===== config.mk =====
export PLATFORM = sky130hd
export DESIGN_NAME = aes_word_stream
export DESIGN_NICKNAME = d
export VERILOG_FILES = /design/src/rtl/aes_stream_pkg.sv /design/src/rtl/aes_word_stream.sv
export SDC_FILE = /design/constraint.sdc
export NUM_CORES = 1
export LEC_CHECK = 0
export ABC_CLOCK_PERIOD_IN_PS = 3200
export BUFFER_PORTS_ARGS = -buffer_cell sky130_fd_sc_hd__buf_2
export CAP_MARGIN = 20
export CORE_AREA = 2 2 324 326
export DETAILED_ROUTE_END_ITERATION = 12
export DIE_AREA = 0 0 326 328
export GPL_ROUTABILITY_DRIVEN = 1
export HOLD_SLACK_MARGIN = 0.02
export SLEW_MARGIN = 40
export SYNTH_ARGS = -nofsm -noshare
export SYNTH_HDL_FRONTEND = slang
export SYNTH_SLANG_ARGS = --single-unit
export TNS_END_PERCENT = 10

===== constraint.sdc =====
create_clock -name clk -period 3.2 [get_ports clk]
set_input_delay 0.32 -clock clk [delete_from_list [all_inputs] [get_ports clk]]
set_output_delay 0.32 -clock clk [all_outputs]
set_load 0.03 [all_outputs]

===== src/rtl/aes_stream_pkg.sv =====
// Shared widths and FSM state encoding for the word-serial AES-256 stream wrapper.
package aes_stream_pkg;

    localparam int BLOCK_W         = 128;
    localparam int KEY_W           = 256;
    localparam int WORD_W          = 32;
    localparam int WORDS_PER_BLOCK = 4;

    typedef enum logic [1:0] {
        LOAD   = 2'd0,
        SETTLE = 2'd1,
        DRAIN  = 2'd2
    } state_t;

endpackage


===== src/rtl/aes_word_stream.sv =====
// Word-serial load/settle/drain wrapper around an external combinational AES-256 core.
// Optional block counter output enabled by defining AES_STREAM_CNT_EN.
module aes_word_stream
    import aes_stream_pkg::*;
#(
    parameter int SETTLE_CYCLES = 4
) (
    input  logic                 clk,
    input  logic                 rst,
    input  logic                 key_we,
    input  logic [KEY_W-1:0]     key_in,
    output logic                 idle,
    input  logic                 in_valid,
    output logic                 in_ready,
    input  logic [WORD_W-1:0]    in_data,
    output logic [BLOCK_W-1:0]   aes_message,
    output logic [KEY_W-1:0]     aes_key,
    input  logic [BLOCK_W-1:0]   aes_out,
    output logic                 out_valid,
    input  logic                 out_ready,
    output logic [WORD_W-1:0]    out_data,
`ifdef AES_STREAM_CNT_EN
    output logic [31:0]          blk_count,
`endif
    output logic                 out_last
);

    localparam int SCNT_W = $clog2(SETTLE_CYCLES + 1);

    state_t               state_r;
    state_t               state_s;
    logic [1:0]           wcnt_r;
    logic [1:0]           ocnt_r;
    logic [SCNT_W-1:0]    scnt_r;
    logic [BLOCK_W-1:0]   result_r;
    logic                 in_fire_s;
    logic                 out_fire_s;

    assign in_ready   = (state_r == LOAD);
    assign idle       = (state_r == LOAD) && (wcnt_r == 2'd0);
    assign out_valid  = (state_r == DRAIN);
    assign out_last   = (state_r == DRAIN) && (ocnt_r == 2'd3);
    assign in_fire_s  = in_valid && in_ready;
    assign out_fire_s = out_valid && out_ready;

    // Next-state logic for the load/settle/drain sequence.
    always_comb begin
        state_s = state_r;
        case (state_r)
            LOAD: begin
                if (in_fire_s && (wcnt_r == 2'd3)) state_s = SETTLE;
                else                              state_s = LOAD;
            end
            SETTLE: begin
                if (scnt_r == SCNT_W'(0)) state_s = DRAIN;
                else                      state_s = SETTLE;
            end
            DRAIN: begin
                if (out_fire_s && (ocnt_r == 2'd3)) state_s = LOAD;
                else                               state_s = DRAIN;
            end
            default: state_s = LOAD;
        endcase
    end

    // Output word select; word 0 is the most significant result word.
    always_comb begin
        out_data = result_r[31:0];
        case (ocnt_r)
            2'd0:    out_data = result_r[127:96];
            2'd1:    out_data = result_r[95:64];
            2'd2:    out_data = result_r[63:32];
            default: out_data = result_r[31:0];
        endcase
    end

    // State register.
    always_ff @(posedge clk) begin
        if (rst) state_r <= LOAD;
        else     state_r <= state_s;
    end

    // Key and message capture; both only move while in LOAD, which keeps the core inputs stable during SETTLE.
    always_ff @(posedge clk) begin
        if (rst) begin
            aes_key     <= {KEY_W{1'b0}};
            aes_message <= {BLOCK_W{1'b0}};
            wcnt_r      <= 2'd0;
        end else begin
            if (key_we && idle) aes_key <= key_in;
            if (in_fire_s) begin
                case (wcnt_r)
                    2'd0:    aes_message[127:96] <= in_data;
                    2'd1:    aes_message[95:64]  <= in_data;
                    2'd2:    aes_message[63:32]  <= in_data;
                    default: aes_message[31:0]   <= in_data;
                endcase
                wcnt_r <= wcnt_r + 2'd1;
            end
        end
    end

    // Settle countdown and result capture at the end of the multicycle window.
    always_ff @(posedge clk) begin
        if (rst) begin
            scnt_r   <= SCNT_W'(0);
            result_r <= {BLOCK_W{1'b0}};
        end else if (in_fire_s && (wcnt_r == 2'd3)) begin
            scnt_r <= SCNT_W'(SETTLE_CYCLES - 1);
        end else if (state_r == SETTLE) begin
            if (scnt_r != SCNT_W'(0)) scnt_r   <= scnt_r - SCNT_W'(1);
            else                      result_r <= aes_out;
        end
    end

    // Output word counter; wraps back to 0 with the last handshake.
    always_ff @(posedge clk) begin
        if (rst)             ocnt_r <= 2'd0;
        else if (out_fire_s) ocnt_r <= ocnt_r + 2'd1;
    end

`ifdef AES_STREAM_CNT_EN
    // Completed-block counter, free-running with natural 32-bit wrap.
    always_ff @(posedge clk) begin
        if (rst)                             blk_count <= 32'd0;
        else if (out_fire_s && out_last)     blk_count <= blk_count + 32'd1;
    end
`endif

endmodule


Yosys cells after proc, flatten, opt, wreduce, memory -nomap -nowiden
Cells that the tools add are included.

word-level totals
  flip-flop bits (word level) = 521
  input bits = 421
  output and inout port bits = 420
  logic and storage cells = 56

operators by class
  add/subtract/negate cells = 3
  equal/unequal tests = 8
  muxes and demuxes = 8
  bitwise gates (word level) = 3
  reduce and logical (&&, ||, !) cells = 23

operators by type and width
  kind                                               number
  case mux 32 bit (3 select lines)                   1
  AND reduction 2 bit                                6
  == test 2 bit (second input constant)              5
  two-way mux 2 bit                                  5
  logical AND 1 bit                                  7
  == test 2 x 1 -> 1 bit (second input constant)     3
  logical NOT 2 bit                                  3
  case mux 2 bit (3 select lines)                    1
  adder 2 x 1 -> 2 bit (second input constant)       2
  nonzero test 2 bit                                 2
  logical NOT 3 bit                                  1
  NOT 1 bit                                          3
  AND reduction 3 bit                                1
  nonzero test 3 bit                                 1
  OR reduction 3 bit                                 1
  subtractor 3 x 1 -> 3 bit (second input constant)  1
  OR reduction 2 bit                                 1
  two-way mux 1 bit                                  1

Logic depth before layout (Yosys ltp)
  word-level depth = 5
  mapped depth = 8
  mapped depth without buffers = 5

Worst setup path before layout
No wires, ideal clock.

  path kind = register to output
  from = register ocnt_r[1]
  to = output port out_data[10]
  arrival = 1812 ps
  data required time = 2880 ps
  setup slack = 1068 ps
  cell stages (with the launch flop) = 5
  path buffers = 2
  cell sequence = dfxtp_1 > ha_1 > clkbuf_1 > clkbuf_1 > mux2i_1

between the ends
  word-level cells in the longest chain between the ends = 2
  elaborated cells on any way between the ends = 4
  classes of those cells = 2 x eq/ne; 1 x mux; 1 x reduce/logical

RTL lines
  what                                         line                    RTL
  start: declaration                           aes_word_stream.sv:33   logic [1:0] ocnt_r;
  start signal: assignment                     aes_word_stream.sv:119  else if (out_fire_s) ocnt_r <= ocnt_r + 2'd1;
  == test 2 bit, or another cell as far along  aes_word_stream.sv:69   case (ocnt_r)
  case mux 32 bit (3 select lines) (*)         aes_word_stream.sv:69
  end: declaration                             aes_word_stream.sv:21   output logic [WORD_W-1:0] out_data,

Mark *: on every way between the ends. The rest lies on a longest branch, timed or not.

Worst setup path after layout
  from = register ocnt_r[0]
  to = output port out_data[3]

Same word-level chain as after synthesis.

==> impl_metrics.ini <==
[yosys]
synthAdderAreaFrac = 0.00720
ys.flop_type = dfxtp_1
synthMuxAreaShare = 0.0178
netlist_area_sq_um = 19100
avgSynthCellArea_sq_um = 7.95
synth_largest_area_cell = dfxtp_1
ys_top_cells_by_area = dfxtp_1 (55%), nand2_1 (20%), a21oi_1 (13%)
synth_top_area_frac = 0.545
synthesis.nets = 2839
synth_edf_count = 0
ys_types = 30
synth_top_family_by_area = simple AND/OR/NAND/NOR gates
synth_compound_area_frac = 0.153
synthTopCellsByCount = nand2_1 (1026), dfxtp_1 (521), a21oi_1 (514), clkbuf_1 (95), buf_2 (48)
async_flop_share = 0
synth_simple_gate_area_frac = 0.214
yosysSeqAreaShare = 0.545
synth_xor_area_frac = 0.000916
yosysMostFrequentCell = nand2_1
ys.warnings.count = 0
syn_inst = 2407
synth-seq-cells = 521

[sta]
tns_ps = 0
drv_slew = 0
setup_viol = 0
fin_crit_sh = 0.949
report.final.hold_viol_count = 0
rsz0062_at_grt = no
hold_ws_ps = 104
fmax_mhz = 329
min_period_ps = 3040
finClkSkew_ps = 19.8
tightest_slew_ps = 726
slew_headroom = 0.516

[clock_tree]
clockBufferDepth = 3
insertion_delay_ps = 640
cts_resized = 0
cts-buffers-inserted = 58
htree_levels = 2
clock-sinks = 521
tritoncts = yes
cts_setup_buffers = 0
cts_root_buf = clkbuf_16
path_clk_slew_ps = 60
postCtsHoldBufs = 416

[placed_design]
dp.cells = 4499
gp_congestion = 0.892
portBuffers = 840
place_hpwl_um = 55200

[detailed_routing]
vias = 21200
drtIter0Drc = 1695
drcViolationCount = 0
wl_per_cell_um = 16.2
firstDrtPassIters = 8
drt-total-wl_um = 81400
via_per_inst = 4.21
ant_nets = 0

[critical_path]
rr_startpoint = wcnt_r[0]$_SDFFE_PP0P_
crit_path_start_kind = register
critPathRequiredTime_ps = 2880
cp-end-kind = output pin
regToRegSetupSlack_ps = 900
criticalPathCategory = register to output pin
rr_worst_depth = 8
rr_endpoint = aes_key[179]$_SDFFE_PP0P_
critPathMaxFanout = 10
cp-startpoint = ocnt_r[0]$_SDFFE_PP0P_
critical_path_arrival_ps = 2720

[floorplan]
ios = 841
design.core.area_sq_um = 103000
initial_core_util = 0.185
die_w_um = 326
fp.dieH_um = 328
fp-row-count = 118
fp.dieArea_sq_um = 107000

[finish]
drive_gt1_frac = 0.279
layout.nets = 4027
stdcell_count = 5025
fill_cells = 10800
area_delta_synth_final_pct = 61.5
final_util = 0.299

[pwr]
power_mw = 16.8
leakage_nw = 13.1
powerDensity_nw_per_um2 = 543
ir_worst_vdd_uv = 400

[grt]
grt_pass1_vias = 20600
grt_overflow_total = 0
antenna_found_initial = 5
grt_max_degree = 129
grt_pass1_wl_um = 120000
grt_usage = 0.142

[worst_hold_path]
hold_depth = 3
min-delay-start = aes_out[125]
min_to = result_r[125]$_SDFFE_PP0P_
min_path_type = input pin to register

[job]
cap_violations = 0

[run_status]
status = complete, no violations
==> flip-flops by register name, summed over array words and instances (netlist names) <==
| register | flops |
|---|---|
| aes_key | 256 |
| aes_message | 128 |
| result_r | 128 |
| scnt_r | 3 |
| ocnt_r | 2 |
| state_r | 2 |
| wcnt_r | 2 |
==> cell families after synthesis <==
logic type                 Yosys count
xor gates and xnor gates             2
muxes                               34
buffers and inverters              230
DFF                                521
AOI/OAI and AO/OA                  550
and+or+nand+nor                   1059
adders and majority gates           11
==> through the flow <==
stage / worst slack, ps / area [sq um]
5_1_grt: 7.50 / 30900
2_1_floorplan: 1070 / 19100
3_3_place_gp: 829 / 24800
3_5_place_dp: 728 / 24800
4_1_cts: 20.6 / 30900
6_report: 164 / 30900
==> critical path, stage by stage (launching register included) <==
cell,delay (ps)
dfxtp_1,380
inv_1,110
ha_1,400
a222oi_1,760
mux2i_1,200
buf_2,230
==> layout make-up <==
| class | count | area [sq um] | share of cell area |
|---|---|---|---|
| inverters | 38 | 143 | 0.00462 |
| clock inverters | 22 | 233 | 0.00754 |
| diodes | 2 | 5.00 | 0.000162 |
| multi-input cells | 1656 | 7650 | 0.248 |
| repair buffers | 1320 | 8970 | 0.290 |
| well taps | 1380 | 1730 | 0.0559 |
| flip-flops and latches | 521 | 10400 | 0.338 |
| clock buffers | 86 | 1730 | 0.0559 |
==> worst max-delay path by stage <==
| stage | to | slack, ps | depth (start not counted) |
|---|---|---|---|
| 2_1_floorplan | out_data[10] | 1070 | 4 |
| 3_3_place_gp | out_data[8] | 830 | 6 |
| 3_5_place_dp | out_data[3] | 730 | 5 |
| 4_1_cts | out_data[3] | 20 | 5 |
| 5_1_grt | out_data[2] | 8 | 6 |
| 6_report | out_data[3] | 160 | 5 |
==> power by group <==
| group | switching [mW] | leakage, nW | internal, mW |
|---|---|---|---|
| registers | 0.192 | 4.24 | 6.83 |
| logic | 1.82 | 7.85 | 1.07 |
| clock network | 2.88 | 0.963 | 3.98 |
| total | 4.89 | 13.1 | 11.9 |
==> cells in the final DEF (no fill, tap or decap), types with 3 or more instances in the layout <==
| master | netlist | routed |
|---|---|---|
| clkinv_2 | 0 | 8 |
| clkbuf_1 | 95 | 11 |
| clkbuf_8 | 0 | 17 |
| clkinvlp_4 | 0 | 3 |
| mux2i_1 | 34 | 34 |
| clkinv_4 | 0 | 3 |
| nand2_1 | 1026 | 1026 |
| dlygate4sd3_1 | 0 | 416 |
| buf_2 | 48 | 839 |
| dfxtp_1 | 521 | 521 |
| nand4bb_2 | 0 | 3 |
| a21oi_1 | 514 | 514 |
| inv_6 | 0 | 3 |
| ha_1 | 11 | 8 |
| nor2_1 | 7 | 7 |
| nand3b_1 | 3 | 3 |
| nor4bb_4 | 0 | 5 |
| ha_2 | 0 | 3 |
| a222oi_1 | 32 | 32 |
| inv_1 | 38 | 38 |
| buf_12 | 0 | 9 |
| clkbuf_16 | 0 | 58 |
| bufinv_16 | 0 | 3 |
| buf_4 | 22 | 55 |
==> metal layers <==
metal / share of wire / wire (um) / vias up / global-route usage
met1: 0.40 / 32800 / 9782 / 0.172
met2: 0.48 / 39200 / 973 / 0.239
met4: 0.037 / 3010 / 6 / 0.0597
met5: 0.00053 / 43 / - / 0
met3: 0.078 / 6340 / 195 / 0.0333
li1: - / - / 10200 / -
Power figures use the tool's default switching activity.
